**src/rtl/demux_seq_driver.sv**
```systemverilog
// demux_seq_driver: sequencer that feeds a 1-to-NCH demultiplexer.
// A word is accepted over valid/ready. The select s then walks channels
// 0..NCH-1, with i carrying the matching word bit for DWELL cycles per
// channel. done pulses in the first idle cycle after the last channel.
// All outputs come straight from flops.
//
// Optional build macro: DEMUX_SEQ_SKIP_ZERO_EN
//   When defined, channels whose word bit is 0 are skipped entirely.
//   An all-zero word completes immediately with a done pulse.
module demux_seq_driver #(
  parameter int SEL_W = 2,
  parameter int NCH   = 4,    // must equal 2**SEL_W
  parameter int DWELL = 1     // 1..255 cycles per channel
) (
  input  logic             clk,
  input  logic             rst_n,
  input  logic             in_valid,
  output logic             in_ready,
  input  logic [NCH-1:0]   in_data,
  output logic [SEL_W-1:0] s,
  output logic             i,
  output logic             busy,
  output logic             done
);

  typedef enum logic {IDLE, DRIVE} state_t;

  localparam logic [7:0]       DWELL_LAST = 8'(DWELL - 1);
  localparam logic [SEL_W-1:0] CH_LAST    = SEL_W'(NCH - 1);

  state_t           state_reg, state_next;
  logic [NCH-1:0]   word_reg, word_next;
  logic [SEL_W-1:0] chan_reg, chan_next;
  logic [7:0]       dwell_reg, dwell_next;
  logic [SEL_W-1:0] s_reg, s_next;
  logic             i_reg, i_next;
  logic             busy_reg, busy_next;
  logic             done_reg, done_next;
  logic             ready_reg, ready_next;

  logic             accept;
  logic             first_found;
  logic [SEL_W-1:0] first_ch;
  logic             adv_found;
  logic [SEL_W-1:0] adv_ch;

  assign accept   = in_valid & ready_reg;
  assign s        = s_reg;
  assign i        = i_reg;
  assign busy     = busy_reg;
  assign done     = done_reg;
  assign in_ready = ready_reg;

  // Channel lookahead: first channel of a new word and the channel after the current one.
  always_comb begin
    first_found = 1'b0;
    first_ch    = '0;
    adv_found   = 1'b0;
    adv_ch      = '0;
`ifdef DEMUX_SEQ_SKIP_ZERO_EN
    // Descending scans so the lowest qualifying channel is the one kept.
    for (int k = NCH - 1; k >= 0; k--) begin
      if (in_data[k]) begin
        first_found = 1'b1;
        first_ch    = SEL_W'(k);
      end
      if (k > int'(chan_reg) && word_reg[k]) begin
        adv_found = 1'b1;
        adv_ch    = SEL_W'(k);
      end
    end
`else
    first_found = 1'b1;
    first_ch    = '0;
    adv_found   = (chan_reg != CH_LAST);
    adv_ch      = chan_reg + 1'b1;
`endif
  end

  // State, counters and registered outputs.
  always_ff @(posedge clk or negedge rst_n) begin
    if (!rst_n) begin
      state_reg <= IDLE;
      word_reg  <= '0;
      chan_reg  <= '0;
      dwell_reg <= '0;
      s_reg     <= '0;
      i_reg     <= 1'b0;
      busy_reg  <= 1'b0;
      done_reg  <= 1'b0;
      ready_reg <= 1'b1;
    end else begin
      state_reg <= state_next;
      word_reg  <= word_next;
      chan_reg  <= chan_next;
      dwell_reg <= dwell_next;
      s_reg     <= s_next;
      i_reg     <= i_next;
      busy_reg  <= busy_next;
      done_reg  <= done_next;
      ready_reg <= ready_next;
    end
  end

  // Next state plus word/channel/dwell bookkeeping.
  always_comb begin
    state_next = state_reg;
    word_next  = word_reg;
    chan_next  = chan_reg;
    dwell_next = dwell_reg;
    case (state_reg)
      IDLE: begin
        if (accept) begin
          word_next  = in_data;
          chan_next  = first_ch;
          dwell_next = '0;
          // An all-zero word in skip mode never leaves IDLE.
          state_next = first_found ? DRIVE : IDLE;
        end
      end
      DRIVE: begin
        if (dwell_reg < DWELL_LAST) begin
          dwell_next = dwell_reg + 8'd1;
        end else if (adv_found) begin
          chan_next  = adv_ch;
          dwell_next = '0;
        end else begin
          state_next = IDLE;
          chan_next  = '0;
          dwell_next = '0;
        end
      end
      default: state_next = IDLE;
    endcase
  end

  // Next values of the registered outputs; the default is the idle pattern.
  always_comb begin
    s_next     = '0;
    i_next     = 1'b0;
    busy_next  = 1'b0;
    done_next  = 1'b0;
    ready_next = 1'b1;
    case (state_reg)
      IDLE: begin
        if (accept) begin
          if (first_found) begin
            s_next     = first_ch;
            i_next     = in_data[first_ch];
            busy_next  = 1'b1;
            ready_next = 1'b0;
          end else begin
            done_next  = 1'b1;
          end
        end
      end
      DRIVE: begin
        if (dwell_reg < DWELL_LAST) begin
          s_next     = s_reg;
          i_next     = i_reg;
          busy_next  = 1'b1;
          ready_next = 1'b0;
        end else if (adv_found) begin
          s_next     = adv_ch;
          i_next     = word_reg[adv_ch];
          busy_next  = 1'b1;
          ready_next = 1'b0;
        end else begin
          done_next  = 1'b1;
        end
      end
      default: ;
    endcase
  end

endmodule

```
**config.mk**
```make
export PLATFORM = sky130hd
export DESIGN_NAME = demux_seq_driver
export DESIGN_NICKNAME = d
export VERILOG_FILES = /design/src/rtl/demux_seq_driver.sv
export SDC_FILE = /design/constraint.sdc
export NUM_CORES = 1
export LEC_CHECK = 0
export BUFFER_PORTS_ARGS = -buffer_cell sky130_fd_sc_hd__buf_2
export CAP_MARGIN = 30
export CORE_AREA = 2 2 39 41
export CTS_CLUSTER_DIAMETER = 80
export DETAILED_ROUTE_END_ITERATION = 10
export DIE_AREA = 0 0 41 43
export GPL_TIMING_DRIVEN = 0
export PLACE_DENSITY = 0.7
export SYNTH_ARGS = -nofsm -noshare
export SYNTH_HDL_FRONTEND = slang
export SYNTH_SLANG_ARGS = --single-unit
```
**constraint.sdc**
```tcl
create_clock -name clk -period 3.1 [get_ports clk]
set_input_delay 0.465 -clock clk [delete_from_list [all_inputs] [get_ports clk]]
set_output_delay 0.465 -clock clk [all_outputs]
set_load 0.1 [all_outputs]
```
# Yosys cells after proc, flatten, opt, wreduce, memory -nomap -nowiden
# Index checks and enable logic that the tools add are counted.
[op_classes]
add_sub_neg = 2
n_lt_le_gt_ge = 2
n_eq_ne = 3
mux = 23
n_bitwise = 2
reduce_logical = 2
[ops]
columns = ["op", "count"]
rows = [
  ["8-bit 2-to-1 mux", 2],
  ["8-bit one-hot mux with 2 select lines", 1],
  ["1-bit 2-to-1 mux", 10],
  ["8-bit by 1-bit adder with 8-bit output (second input constant)", 1],
  ["8-bit by 1-bit < comparator with 1-bit output (second input constant)", 1],
  ["1-bit one-hot mux with 2 select lines", 4],
  ["2-bit one-hot mux with 2 select lines", 2],
  ["2-bit 2-to-1 mux", 3],
  ["2-bit != test (second input constant)", 3],
  ["2-bit AND reduction", 2],
  ["2-bit by 3-bit < comparator with 1-bit output (second input constant)", 1],
  ["2-bit by 1-bit adder with 2-bit output (second input constant)", 1],
  ["1-bit binary-select mux with 2-bit select", 1],
  ["1-bit AND", 1],
  ["1-bit inverter", 1],
]
[word_totals]
regBits = 20
input_bits = 7
out_inout_bits = 6

# Longest topological paths before layout
# Gate-level depths: netlist of run 1.
[logic_depth]
word_depth = 6
depth_mapped = 4

# Worst setup path before layout of run 1
# Ideal clock, no wire load.
[synth_path]
path_kind = "register -> register"
from = "register busy (netlist name)"
to = "register word_reg[1]"
setup_ns = 0.125
arrival_time_ns = 1.584
t_required_ns = 2.975
setup_slack_ns = 1.391
stages_incl_launch_ff = 3
path_buffers = 0
path_cell_list = "dfrtp_1 -> and3b_4 -> mux2_4"
[synth_lines]
columns = ["element", "line_no", "text"]
rows = [
  ["to (signal assigned)", "94", "word_reg <= word_next;"],
  ["to (decl)", "32", "logic [NCH-1:0] word_reg, word_next;"],
]

# Final worst setup path of run 1
[layout_path]
from = "register ready_reg (netlist: in_ready)"
to = "output port in_ready"
[layout_lines]
columns = ["element", "line_no", "text"]
rows = [
  ["from (decl)", "39", "logic ready_reg, ready_next;"],
  ["from (signal assigned)", "101", "ready_reg <= ready_next;"],
  ["to (decl)", "18", "output logic in_ready,"],
]
# No word-level cell between the ends.

==> run_summary.xml, run 1 <==
<?xml version="1.0" encoding="UTF-8"?>
<metrics>
  <group name="global_route">
    <metric name="grt_max_degree" unit="">13</metric>
    <metric name="first_global_vias" unit="">300</metric>
    <metric name="overflow" unit="">0</metric>
    <metric name="grtUsageTotal" unit="%">11.7</metric>
    <metric name="antenna_found_initial" unit="">0</metric>
    <metric name="grt_pass1_wl" unit="microns">1280</metric>
  </group>
  <group name="critical_path">
    <metric name="endpoint_kind" unit="">output port</metric>
    <metric name="cpLargestDelayFamily" unit="">flip-flops</metric>
    <metric name="cp.required" unit="ns">2.63</metric>
    <metric name="setup.reg_to_reg.worst_slack" unit="ns">1.84</metric>
    <metric name="start_kind" unit="">register</metric>
    <metric name="worst-path-buf-inv" unit="">1</metric>
    <metric name="worst_ep_arrival_time" unit="ns">1.23</metric>
    <metric name="max_fanout_on_critical_path" unit="">3</metric>
    <metric name="path_class" unit="">reg -&gt; out</metric>
    <metric name="ff2ff_path_depth" unit="">3</metric>
    <metric name="critical_path.slowest_cell" unit="">dfstp_2</metric>
    <metric name="cp_cell_sequence" unit="">buf_2</metric>
    <metric name="max_stage_delay" unit="ns">0.54</metric>
    <metric name="rr_endpoint" unit="">chan_reg[1]</metric>
    <metric name="rr_startpoint" unit="">chan_reg[0]</metric>
  </group>
  <group name="final_layout">
    <metric name="n_fill_cell" unit="">130</metric>
    <metric name="final_layout_size_suffix_gt1_share" unit="%">43.1</metric>
    <metric name="largest_register_ff_count" unit="">4</metric>
    <metric name="area_growth" unit="%">24.2</metric>
    <metric name="nNetsFinal" unit="">60</metric>
    <metric name="antennaDiodeCount" unit="">0</metric>
  </group>
  <group name="yosys">
    <metric name="synthesis.area" unit="sq um">482</metric>
    <metric name="ys_ff_latch" unit="">12</metric>
    <metric name="synth_fp_nets" unit="">43</metric>
    <metric name="postSynthAreaPerCell" unit="sq um">13.8</metric>
    <metric name="synthesis.yosys.warnings" unit="">0</metric>
    <metric name="synth_top_cell_area_share" unit="%">57.1</metric>
    <metric name="post-synth-top-area-cell" unit="">dfrtp_1</metric>
    <metric name="synth_sequential_area_ratio" unit="%">62.6</metric>
    <metric name="synth.top_cells.by_area" unit="">dfrtp_1, mux2_4, dfstp_2, a31o_1, and2_1</metric>
    <metric name="post_synth_inst_count" unit="">35</metric>
    <metric name="yosysUniqueCellTypes" unit="">17</metric>
  </group>
  <group name="timing">
    <metric name="worst_slew_margin_rel" unit="%">67.6</metric>
    <metric name="fin_worst_skew" unit="ns">0.00437</metric>
    <metric name="setup-violations-final" unit="">0</metric>
    <metric name="aggregate_negative_setup_slack" unit="ns">0</metric>
    <metric name="grt_setup_unrepaired" unit="">false</metric>
    <metric name="max_fclk" unit="MHz">589</metric>
    <metric name="max_slew.worst_pin.slew" unit="ns">0.490</metric>
    <metric name="number_of_hold_violations_in_the_final_report" unit="">0</metric>
    <metric name="finalMaxSlewViolations" unit="">0</metric>
    <metric name="finalCritPeriodShare" unit="%">54.8</metric>
    <metric name="timing.final.crit_period" unit="ns">1.70</metric>
  </group>
  <group name="cts">
    <metric name="clock_latency_of_the_later_clocked_register_in_the_worst_skew_pair" unit="ns">0.27</metric>
    <metric name="tritoncts.num_buffers" unit="">3</metric>
    <metric name="clk_pin_slew_worst_setup_hold_paths" unit="ns">0.08</metric>
    <metric name="clk_path_buf_depth" unit="">2</metric>
    <metric name="post_cts_resize_count" unit="">0</metric>
    <metric name="level_count_of_the_clock_h_tree" unit="">1</metric>
    <metric name="cts.sinks" unit="">12</metric>
    <metric name="cts.root.buffer_cell" unit="">clkbuf_4</metric>
    <metric name="cts_hold_repair.buffers" unit="">0</metric>
    <metric name="clock_tree_from_tritoncts" unit="">done</metric>
    <metric name="post_cts.repair.setup_buffers" unit="">0</metric>
  </group>
  <group name="place">
    <metric name="detailed_place_hpwl" unit="microns">596</metric>
    <metric name="gp_routability_congestion" unit="">0.667</metric>
    <metric name="port-buffer-count" unit="">12</metric>
  </group>
  <group name="flow_run">
    <metric name="max_cap_viols" unit="">0</metric>
  </group>
  <group name="die">
    <metric name="io-pin-count" unit="">13</metric>
    <metric name="coreArea" unit="sq um">1380</metric>
    <metric name="dieArea" unit="sq um">1760</metric>
    <metric name="dieWidth" unit="microns">41</metric>
    <metric name="initial_util" unit="%">34.8</metric>
    <metric name="rows" unit="">14</metric>
    <metric name="die_height" unit="microns">43</metric>
  </group>
  <group name="status">
    <metric name="run_status" unit="">finished, final reports clean</metric>
  </group>
  <group name="route">
    <metric name="wirelength" unit="microns">781</metric>
    <metric name="drt_iter0_drc" unit="">3</metric>
    <metric name="total_number_of_vias" unit="">322</metric>
    <metric name="postRouteAntennaNets" unit="">0</metric>
    <metric name="route.detailed.drc" unit="">0</metric>
    <metric name="avgRoutedWirePerCell" unit="microns">11.7</metric>
    <metric name="post_drt_via_cell_ratio" unit="">4.81</metric>
    <metric name="drt_pass1_iterations" unit="">2</metric>
  </group>
  <group name="hold_path">
    <metric name="min-delay-path-class" unit="">in -&gt; async</metric>
  </group>
</metrics>
## cell families (layout without fill, tap and decap cells)
logic type | Yosys count | after routing | synth area share (%)
multiplexers | 5 | 5 | 13.8
buffers and inverters | 2 | 18 | 1.56
flip-flops | 12 | 12 | 62.6
AO/OA/AOI/OAI | 5 | 5 | 7.53
adder cells (fa/ha/maj) | 1 | 1 | 2.60
AND/OR/NAND/NOR | 10 | 10 | 11.9
## metrics by stage
stage	cells	hold slack (ns)	cell area (sq um)	utilization, %	setup slack, ns
finish	67	0.0556	598	43.2	1.40
global route	67	0.0643	598	43.2	1.36
CTS	67	0.0539	598	43.2	1.39
detailed placement	63	0.352	562	40.6	1.69
global placement	63	0.349	562	40.6	1.69
floorplan	35	0.169	482	-	1.39
## area by class of cell
cell class	count	area, sq um	area share, %
Multi-Input combinational cell	21	173	28.9
Inverter	2	7.51	1.26
Clock buffer	4	36.3	6.07
Sequential cell	12	302	50.4
Tap cell	16	20.0	3.35
Timing Repair Buffer	12	60.1	10.0
## cells in the final DEF (no fill, tap or decap)
cell / synthesis / layout
o21ai_0: 2 / 2
nor2_1: 1 / 1
nand3_1: 1 / 1
clkbuf_4: 0 / 3
mux2_2: 1 / 1
and2_1: 2 / 2
nor2b_1: 1 / 1
a31o_1: 2 / 2
mux2_4: 3 / 3
dfrtp_1: 11 / 11
dfstp_2: 1 / 1
buf_2: 0 / 12
clkbuf_8: 0 / 1
inv_1: 2 / 2
mux2i_1: 1 / 1
nand2b_1: 1 / 1
nand2_1: 3 / 3
o311ai_1: 1 / 1
and3b_4: 1 / 1
ha_1: 1 / 1
## how the worst max path moves through the flow
| stage | depth (start not counted) | end | from |
|---|---|---|---|
| final | 1 | in_ready | in_ready |
| after global routing | 1 | in_ready | in_ready |
| after CTS | 1 | in_ready | in_ready |
| after detailed placement | 1 | in_ready | in_ready |
| after global placement | 1 | in_ready | in_ready |
| after floorplan | 2 | word_reg[1] | busy |
## cells in the mapped netlist (all sizes together)
cell type and count:
a31o 2, and2 2, and3b 1, dfrtp 11
dfstp 1, ha 1, inv 2, mux2 4
mux2i 1, nand2 3, nand2b 1, nand3 1
nor2 1, nor2b 1, o21ai 2, o311ai 1
## layer usage
| layer | vias to the layer above | share of wire, % | track usage [%] | wire [microns] |
|---|---|---|---|---|
| met4 | 0 | 1.8 | 10.0 | 14 |
| met5 | - | 0 | 0 | 0 |
| met1 | 150 | 45 | 13.9 | 352 |
| met2 | 15 | 46 | 15.6 | 360 |
| met3 | 2 | 6.8 | 4.71 | 53 |
| li1 | 155 | - | - | - |
Power of run 1 is not shown: default switching activity piles up to over one toggle a cycle in this logic, so the estimate is an artifact.
==> inputs of run 2 (changes only) <==
--- a/config.mk
+++ b/config.mk
@@ -5,6 +5,7 @@
 export SDC_FILE = /design/constraint.sdc
 export NUM_CORES = 1
 export LEC_CHECK = 0
+export ABC_AREA = 1
 export BUFFER_PORTS_ARGS = -buffer_cell sky130_fd_sc_hd__buf_2
 export CAP_MARGIN = 30
 export CORE_AREA = 2 2 39 41
@@ -12,7 +13,7 @@
 export DETAILED_ROUTE_END_ITERATION = 10
 export DIE_AREA = 0 0 41 43
 export GPL_TIMING_DRIVEN = 0
-export PLACE_DENSITY = 0.7
+export PLACE_DENSITY = 0.69
 export SYNTH_ARGS = -nofsm -noshare
 export SYNTH_HDL_FRONTEND = slang
 export SYNTH_SLANG_ARGS = --single-unit
==> constraint.sdc (replaced) <==
create_clock -name clk -period 1.6 [get_ports clk]
set_input_delay 0.24 -clock clk [delete_from_list [all_inputs] [get_ports clk]]
set_output_delay 0.24 -clock clk [all_outputs]
set_load 0.1 [all_outputs]
==> run_summary.xml, run 2 <==
<?xml version="1.0" encoding="UTF-8"?>
<metrics>
  <group name="die">
    <metric name="rows" unit="">14</metric>
    <metric name="die_height" unit="microns">43</metric>
    <metric name="io-pin-count" unit="">13</metric>
    <metric name="dieWidth" unit="microns">41</metric>
    <metric name="initial_util" unit="%">34.7</metric>
    <metric name="coreArea" unit="sq um">1380</metric>
    <metric name="dieArea" unit="sq um">1760</metric>
  </group>
  <group name="yosys">
    <metric name="post_synth_xor_area_fraction" unit="%">0</metric>
    <metric name="synthMuxAreaShare" unit="%">0</metric>
    <metric name="synth_fa_ha_area_share" unit="%">2.60</metric>
    <metric name="ys_ff_latch" unit="">12</metric>
    <metric name="synth.top_cells.by_area" unit="">dfrtp_1, nand2_1, dfstp_2, inv_1, nand3_1</metric>
    <metric name="synth_top_cell_area_share" unit="%">57.3</metric>
    <metric name="synth_fp_nets" unit="">60</metric>
    <metric name="post-synth-top-area-cell" unit="">dfrtp_1</metric>
    <metric name="synthSimpleGateAreaFrac" unit="%">26.6</metric>
    <metric name="synthesis.yosys.warnings" unit="">0</metric>
    <metric name="post_synth_inst_count" unit="">52</metric>
    <metric name="yosys-top-cells-count" unit="">nand2_1, dfrtp_1, inv_1, nand3_1</metric>
    <metric name="synth_top_family_by_area" unit="">simple AND/OR/NAND/NOR gates</metric>
    <metric name="postSynthAreaPerCell" unit="sq um">9.24</metric>
    <metric name="synth_sequential_area_ratio" unit="%">62.8</metric>
    <metric name="synth-async-reset-ratio" unit="%">100</metric>
    <metric name="synthesis.area" unit="sq um">480</metric>
    <metric name="cell_with_the_most_instances_after_synthesis" unit="">nand2_1</metric>
    <metric name="yosysUniqueCellTypes" unit="">10</metric>
    <metric name="synth-edff-count" unit="">0</metric>
    <metric name="synth_top_flop_cell" unit="">dfrtp_1</metric>
    <metric name="synth-compound-area-share" unit="%">1.82</metric>
  </group>
  <group name="place">
    <metric name="gp_routability_congestion" unit="">0.664</metric>
    <metric name="port-buffer-count" unit="">12</metric>
    <metric name="detailed_place_hpwl" unit="microns">612</metric>
    <metric name="numPlacedInstances" unit="">80</metric>
  </group>
  <group name="final_layout">
    <metric name="final_layout_size_suffix_gt1_share" unit="%">30.4</metric>
    <metric name="area_growth" unit="%">26.3</metric>
    <metric name="final_cell_mix" unit="">nand2_1, buf_2, dfrtp_1</metric>
    <metric name="largest_register_ff_count" unit="">4</metric>
    <metric name="layout_commonest_cell" unit="">nand2_1</metric>
    <metric name="nNetsFinal" unit="">78</metric>
    <metric name="antennaDiodeCount" unit="">0</metric>
    <metric name="n_fill_cell" unit="">147</metric>
    <metric name="layout.cells.non_filler" unit="">85</metric>
  </group>
  <group name="timing">
    <metric name="fin_worst_skew" unit="ns">0.000941</metric>
    <metric name="finalCritPeriodShare" unit="%">91.0</metric>
    <metric name="aggregate_negative_setup_slack" unit="ns">0</metric>
    <metric name="max_fclk" unit="MHz">687</metric>
    <metric name="grt_setup_unrepaired" unit="">false</metric>
    <metric name="finalMaxSlewViolations" unit="">0</metric>
    <metric name="worst_slew_margin_rel" unit="%">67.8</metric>
    <metric name="timing.final.crit_period" unit="ns">1.46</metric>
    <metric name="number_of_hold_violations_in_the_final_report" unit="">0</metric>
    <metric name="setup-violations-final" unit="">0</metric>
    <metric name="max_slew.worst_pin.slew" unit="ns">0.486</metric>
  </group>
  <group name="critical_path">
    <metric name="cp_cell_sequence" unit="">buf_2</metric>
    <metric name="endpoint_kind" unit="">output port</metric>
    <metric name="worst_setup_path_endpoint" unit="">in_ready</metric>
    <metric name="max_fanout_on_critical_path" unit="">2</metric>
    <metric name="max_stage_delay" unit="ns">0.53</metric>
    <metric name="cpLargestDelayFamily" unit="">flip-flops</metric>
    <metric name="critical_path.slowest_cell" unit="">dfstp_2</metric>
    <metric name="setup.reg_to_reg.worst_slack" unit="ns">0.47</metric>
    <metric name="worst-path-buf-inv" unit="">1</metric>
    <metric name="start_kind" unit="">register</metric>
    <metric name="critical_path_cell_count" unit="">1</metric>
    <metric name="rr_startpoint" unit="">chan_reg[0]</metric>
    <metric name="cp.required" unit="ns">1.36</metric>
    <metric name="rr_endpoint" unit="">i</metric>
    <metric name="worst_ep_arrival_time" unit="ns">1.22</metric>
    <metric name="setup.worst_path.start" unit="">in_ready</metric>
    <metric name="ff2ff_path_depth" unit="">5</metric>
    <metric name="path_class" unit="">reg -&gt; out</metric>
  </group>
  <group name="global_route">
    <metric name="grt_pass1_wl" unit="microns">1420</metric>
    <metric name="overflow" unit="">0</metric>
    <metric name="grtUsageTotal" unit="%">12.6</metric>
    <metric name="antenna_found_initial" unit="">0</metric>
    <metric name="grt_max_degree" unit="">13</metric>
    <metric name="first_global_vias" unit="">367</metric>
  </group>
  <group name="route">
    <metric name="avgRoutedWirePerCell" unit="microns">9.69</metric>
    <metric name="postRouteAntennaNets" unit="">0</metric>
    <metric name="drt_pass1_iterations" unit="">2</metric>
    <metric name="post_drt_via_cell_ratio" unit="">4.33</metric>
    <metric name="wirelength" unit="microns">824</metric>
    <metric name="total_number_of_vias" unit="">368</metric>
    <metric name="route.detailed.drc" unit="">0</metric>
    <metric name="drt_iter0_drc" unit="">1</metric>
  </group>
  <group name="cts">
    <metric name="post_cts_resize_count" unit="">0</metric>
    <metric name="tritoncts.num_buffers" unit="">3</metric>
    <metric name="clock_tree_from_tritoncts" unit="">done</metric>
    <metric name="clock_latency_of_the_later_clocked_register_in_the_worst_skew_pair" unit="ns">0.27</metric>
    <metric name="cts.root.buffer_cell" unit="">clkbuf_4</metric>
    <metric name="level_count_of_the_clock_h_tree" unit="">1</metric>
    <metric name="clk_path_buf_depth" unit="">2</metric>
    <metric name="clk_pin_slew_worst_setup_hold_paths" unit="ns">0.07</metric>
    <metric name="cts.sinks" unit="">12</metric>
  </group>
  <group name="flow_run">
    <metric name="max_cap_viols" unit="">0</metric>
  </group>
  <group name="hold_path">
    <metric name="hp-start" unit="">in_data[2]</metric>
    <metric name="min-delay-path-class" unit="">in -&gt; reg</metric>
  </group>
  <group name="status">
    <metric name="run_status" unit="">finished, final reports clean</metric>
  </group>
</metrics>
## run 2: cell count changes in the layout (fill, tap and decap cells not counted), moves of 2 or more
cell / change
nand2_1: +21
nand3_1: +3
o21ai_0: -2
a31o_1: -2
mux2_4: -3
and2_1: -2
inv_1: +5
## run 2: metal layers
| layer | global-route usage (%) | routed length [microns] | share of wire [%] |
|---|---|---|---|
| met5 | 0 | 0 | 0 |
| met4 | 12.0 | 41 | 5.0 |
| met3 | 3.14 | 48 | 5.8 |
| met2 | 17.8 | 377 | 46 |
| met1 | 14.5 | 356 | 43 |
## run 2: worst min-delay path by stage
| stage | to | depth (start not counted) |
|---|---|---|
| 6_report | word_reg[2] | 3 |
| 5_1_grt | word_reg[3] | 3 |
| 4_1_cts | word_reg[2] | 3 |
| 3_5_place_dp | s[0] | 1 |
| 3_3_place_gp | done | 1 |
| 2_1_floorplan | busy | 0 |
## run 2: final cells by class
cell class	instances	area [sq um]	share of cell area, %
flip-flops and latches	12	302	49.7
multi-input cells	32	149	24.5
repair buffers	13	70.1	11.5
clock buffers	4	36.3	5.98
inverters	8	30.0	4.95
well taps	16	20.0	3.30
## run 2: kinds of logic after synthesis
kind of cell	after synthesis
fa+ha+maj	1
simple gates	30
compound gates	1
buf+inv	8
flops	12
## run 2: metrics by stage
step / hold slack (ns) / worst slack [ns] / cell area, sq um / util (%)
after floorplan: -0.0556 / 0.106 / 480 / -
after global placement: 0.122 / 0.436 / 561 / 40.5
after detailed placement: 0.131 / 0.440 / 561 / 40.5
after CTS: 0.163 / 0.135 / 607 / 43.9
after global routing: 0.172 / 0.109 / 607 / 43.9
final: 0.165 / 0.144 / 607 / 43.9
## run 2: repair_timing
action,CTS,global route
hold buffers,1,0
setup endpoints to repair,0,0
setup buffers,0,0
hold endpoints to repair,11,0
Power of run 2 is left out for the same reason.
==> inputs of run 3 (changes only) <==
==> constraint.sdc (replaced) <==
create_clock -name clk -period 1.6 [get_ports clk]
set_input_delay 0 -clock clk [delete_from_list [all_inputs] [get_ports clk]]
set_output_delay 0 -clock clk [all_outputs]
set_load 0.1 [all_outputs]
==> run_summary.xml, run 3 (synthesis results as in run 2) <==
<?xml version="1.0" encoding="UTF-8"?>
<metrics>
  <group name="critical_path">
    <metric name="critical_path.slowest_cell" unit="">dfstp_2</metric>
    <metric name="setup.reg_to_reg.worst_slack" unit="ns">0.47</metric>
    <metric name="endpoint_kind" unit="">output port</metric>
    <metric name="max_fanout_on_critical_path" unit="">2</metric>
    <metric name="path_class" unit="">reg -&gt; out</metric>
    <metric name="critical_path_cell_count" unit="">1</metric>
    <metric name="cp_cell_sequence" unit="">buf_2</metric>
    <metric name="max_stage_delay" unit="ns">0.53</metric>
    <metric name="ff2ff_path_depth" unit="">5</metric>
    <metric name="worst_ep_arrival_time" unit="ns">1.22</metric>
    <metric name="cpLargestDelayFamily" unit="">flip-flops</metric>
    <metric name="cp.required" unit="ns">1.60</metric>
    <metric name="start_kind" unit="">register</metric>
    <metric name="worst-path-buf-inv" unit="">1</metric>
  </group>
  <group name="final_layout">
    <metric name="final_layout_size_suffix_gt1_share" unit="%">28.8</metric>
    <metric name="largest_register_ff_count" unit="">4</metric>
    <metric name="n_fill_cell" unit="">143</metric>
    <metric name="nNetsFinal" unit="">82</metric>
    <metric name="final_design_area_no_fill" unit="sq um">647</metric>
    <metric name="antennaDiodeCount" unit="">0</metric>
    <metric name="multi_input_comb_area" unit="sq um">149</metric>
    <metric name="regArea" unit="sq um">302</metric>
    <metric name="layout_commonest_cell" unit="">nand2_1</metric>
    <metric name="final_cell_mix" unit="">nand2_1, buf_2, dfrtp_1</metric>
    <metric name="area_growth" unit="%">34.6</metric>
  </group>
  <group name="place">
    <metric name="port-buffer-count" unit="">12</metric>
    <metric name="detailed_place_hpwl" unit="microns">612</metric>
    <metric name="placedInstanceArea" unit="sq um">561</metric>
    <metric name="gp_routability_congestion" unit="">0.664</metric>
  </group>
  <group name="flow_run">
    <metric name="max_cap_viols" unit="">0</metric>
  </group>
  <group name="die">
    <metric name="rows" unit="">14</metric>
    <metric name="dieWidth" unit="microns">41</metric>
    <metric name="die_height" unit="microns">43</metric>
    <metric name="dieArea" unit="sq um">1760</metric>
    <metric name="coreArea" unit="sq um">1380</metric>
    <metric name="io-pin-count" unit="">13</metric>
    <metric name="initial_util" unit="%">34.7</metric>
  </group>
  <group name="timing">
    <metric name="aggregate_negative_setup_slack" unit="ns">0</metric>
    <metric name="fin_worst_skew" unit="ns">0.00123</metric>
    <metric name="setup-violations-final" unit="">0</metric>
    <metric name="max_fclk" unit="MHz">822</metric>
    <metric name="finalCritPeriodShare" unit="%">76.0</metric>
    <metric name="grt_setup_unrepaired" unit="">false</metric>
    <metric name="timing.final.crit_period" unit="ns">1.22</metric>
    <metric name="number_of_hold_violations_in_the_final_report" unit="">0</metric>
    <metric name="worst_slew_margin_rel" unit="%">67.8</metric>
    <metric name="max_slew.worst_pin.slew" unit="ns">0.486</metric>
    <metric name="finalMaxSlewViolations" unit="">0</metric>
  </group>
  <group name="global_route">
    <metric name="overflow" unit="">0</metric>
    <metric name="antenna_found_initial" unit="">0</metric>
    <metric name="grt_max_degree" unit="">13</metric>
    <metric name="grt_pass1_wl" unit="microns">1500</metric>
    <metric name="grtUsageTotal" unit="%">13.2</metric>
    <metric name="first_global_vias" unit="">393</metric>
  </group>
  <group name="status">
    <metric name="run_status" unit="">finished, final reports clean</metric>
  </group>
  <group name="route">
    <metric name="detailroute.wirelength.met3" unit="microns">46</metric>
    <metric name="route.detailed.drc" unit="">0</metric>
    <metric name="met1_length" unit="microns">367</metric>
    <metric name="wirelength" unit="microns">866</metric>
    <metric name="highest_layer" unit="">met4</metric>
    <metric name="drt_iter0_drc" unit="">1</metric>
    <metric name="postRouteAntennaNets" unit="">0</metric>
    <metric name="routed-wl-met2" unit="microns">411</metric>
    <metric name="avgRoutedWirePerCell" unit="microns">9.73</metric>
    <metric name="total_number_of_vias" unit="">386</metric>
    <metric name="post_drt_via_cell_ratio" unit="">4.34</metric>
    <metric name="drt_pass1_iterations" unit="">2</metric>
  </group>
  <group name="hold_path">
    <metric name="min_path_cells" unit="">4</metric>
    <metric name="min-delay-path-class" unit="">in -&gt; reg</metric>
  </group>
  <group name="cts">
    <metric name="clk_pin_slew_worst_setup_hold_paths" unit="ns">0.07</metric>
    <metric name="clock_latency_of_the_later_clocked_register_in_the_worst_skew_pair" unit="ns">0.27</metric>
    <metric name="cts.root.buffer_cell" unit="">clkbuf_4</metric>
    <metric name="tritoncts.num_buffers" unit="">3</metric>
    <metric name="cts.sinks" unit="">12</metric>
    <metric name="post_cts.repair.setup_buffers" unit="">0</metric>
    <metric name="level_count_of_the_clock_h_tree" unit="">1</metric>
    <metric name="clk_path_buf_depth" unit="">2</metric>
    <metric name="clock_tree_from_tritoncts" unit="">done</metric>
  </group>
</metrics>
[run 3: area by class of cell]
| type | count | share of cell area (%) |
|---|---|---|
| Sequential cell | 12 | 46.6 |
| Timing Repair Buffer | 17 | 17.0 |
| Tap cell | 16 | 3.09 |
| Multi-Input combinational cell | 32 | 23.0 |
| Inverter | 8 | 4.64 |
| Clock buffer | 4 | 5.61 |
[run 3: worst min-delay path, delay by kind of cell]
family | cells | cell delay, ns
buffers and inverters | 1 | 0.08
and+or+nand+nor | 3 | 0.25
[run 3: path summary, 6_finish.rpt]
check | start | to
worst max-delay path | in_ready | in_ready
max in group asynchronous | rst_n | in_ready
worst min register to register | word_reg[2] | word_reg[2]
worst max register to register | chan_reg[0] | i
worst min-delay path | in_valid | chan_reg[1]
min in group asynchronous | rst_n | s[1]
[run 3: what timing repair did]
action / CTS / global route
resized for setup: 0 / 0
endpoints found under the hold margin: 17 / 0
hold buffers: 5 / 0
[run 3: through the flow]
step | setup WS [ns] | hold WS (ns) | util (%) | instances
floorplan | 0.106 | -0.296 | - | 52
global placement | 0.495 | -0.118 | 40.5 | 80
detailed placement | 0.477 | -0.109 | 40.5 | 80
CTS | 0.375 | 0.0908 | 46.7 | 89
global route | 0.349 | 0.116 | 46.7 | 89
finish | 0.383 | 0.0872 | 46.7 | 89
[run 3: metal layers]
metal / vias to the layer above / GRT usage (%)
li1: 197 / -
met1: 174 / 14.5
met2: 11 / 19.7
met3: 4 / 3.14
met4: 0 / 12.0
met5: - / 0
Power of run 3 is left out for the same reason.
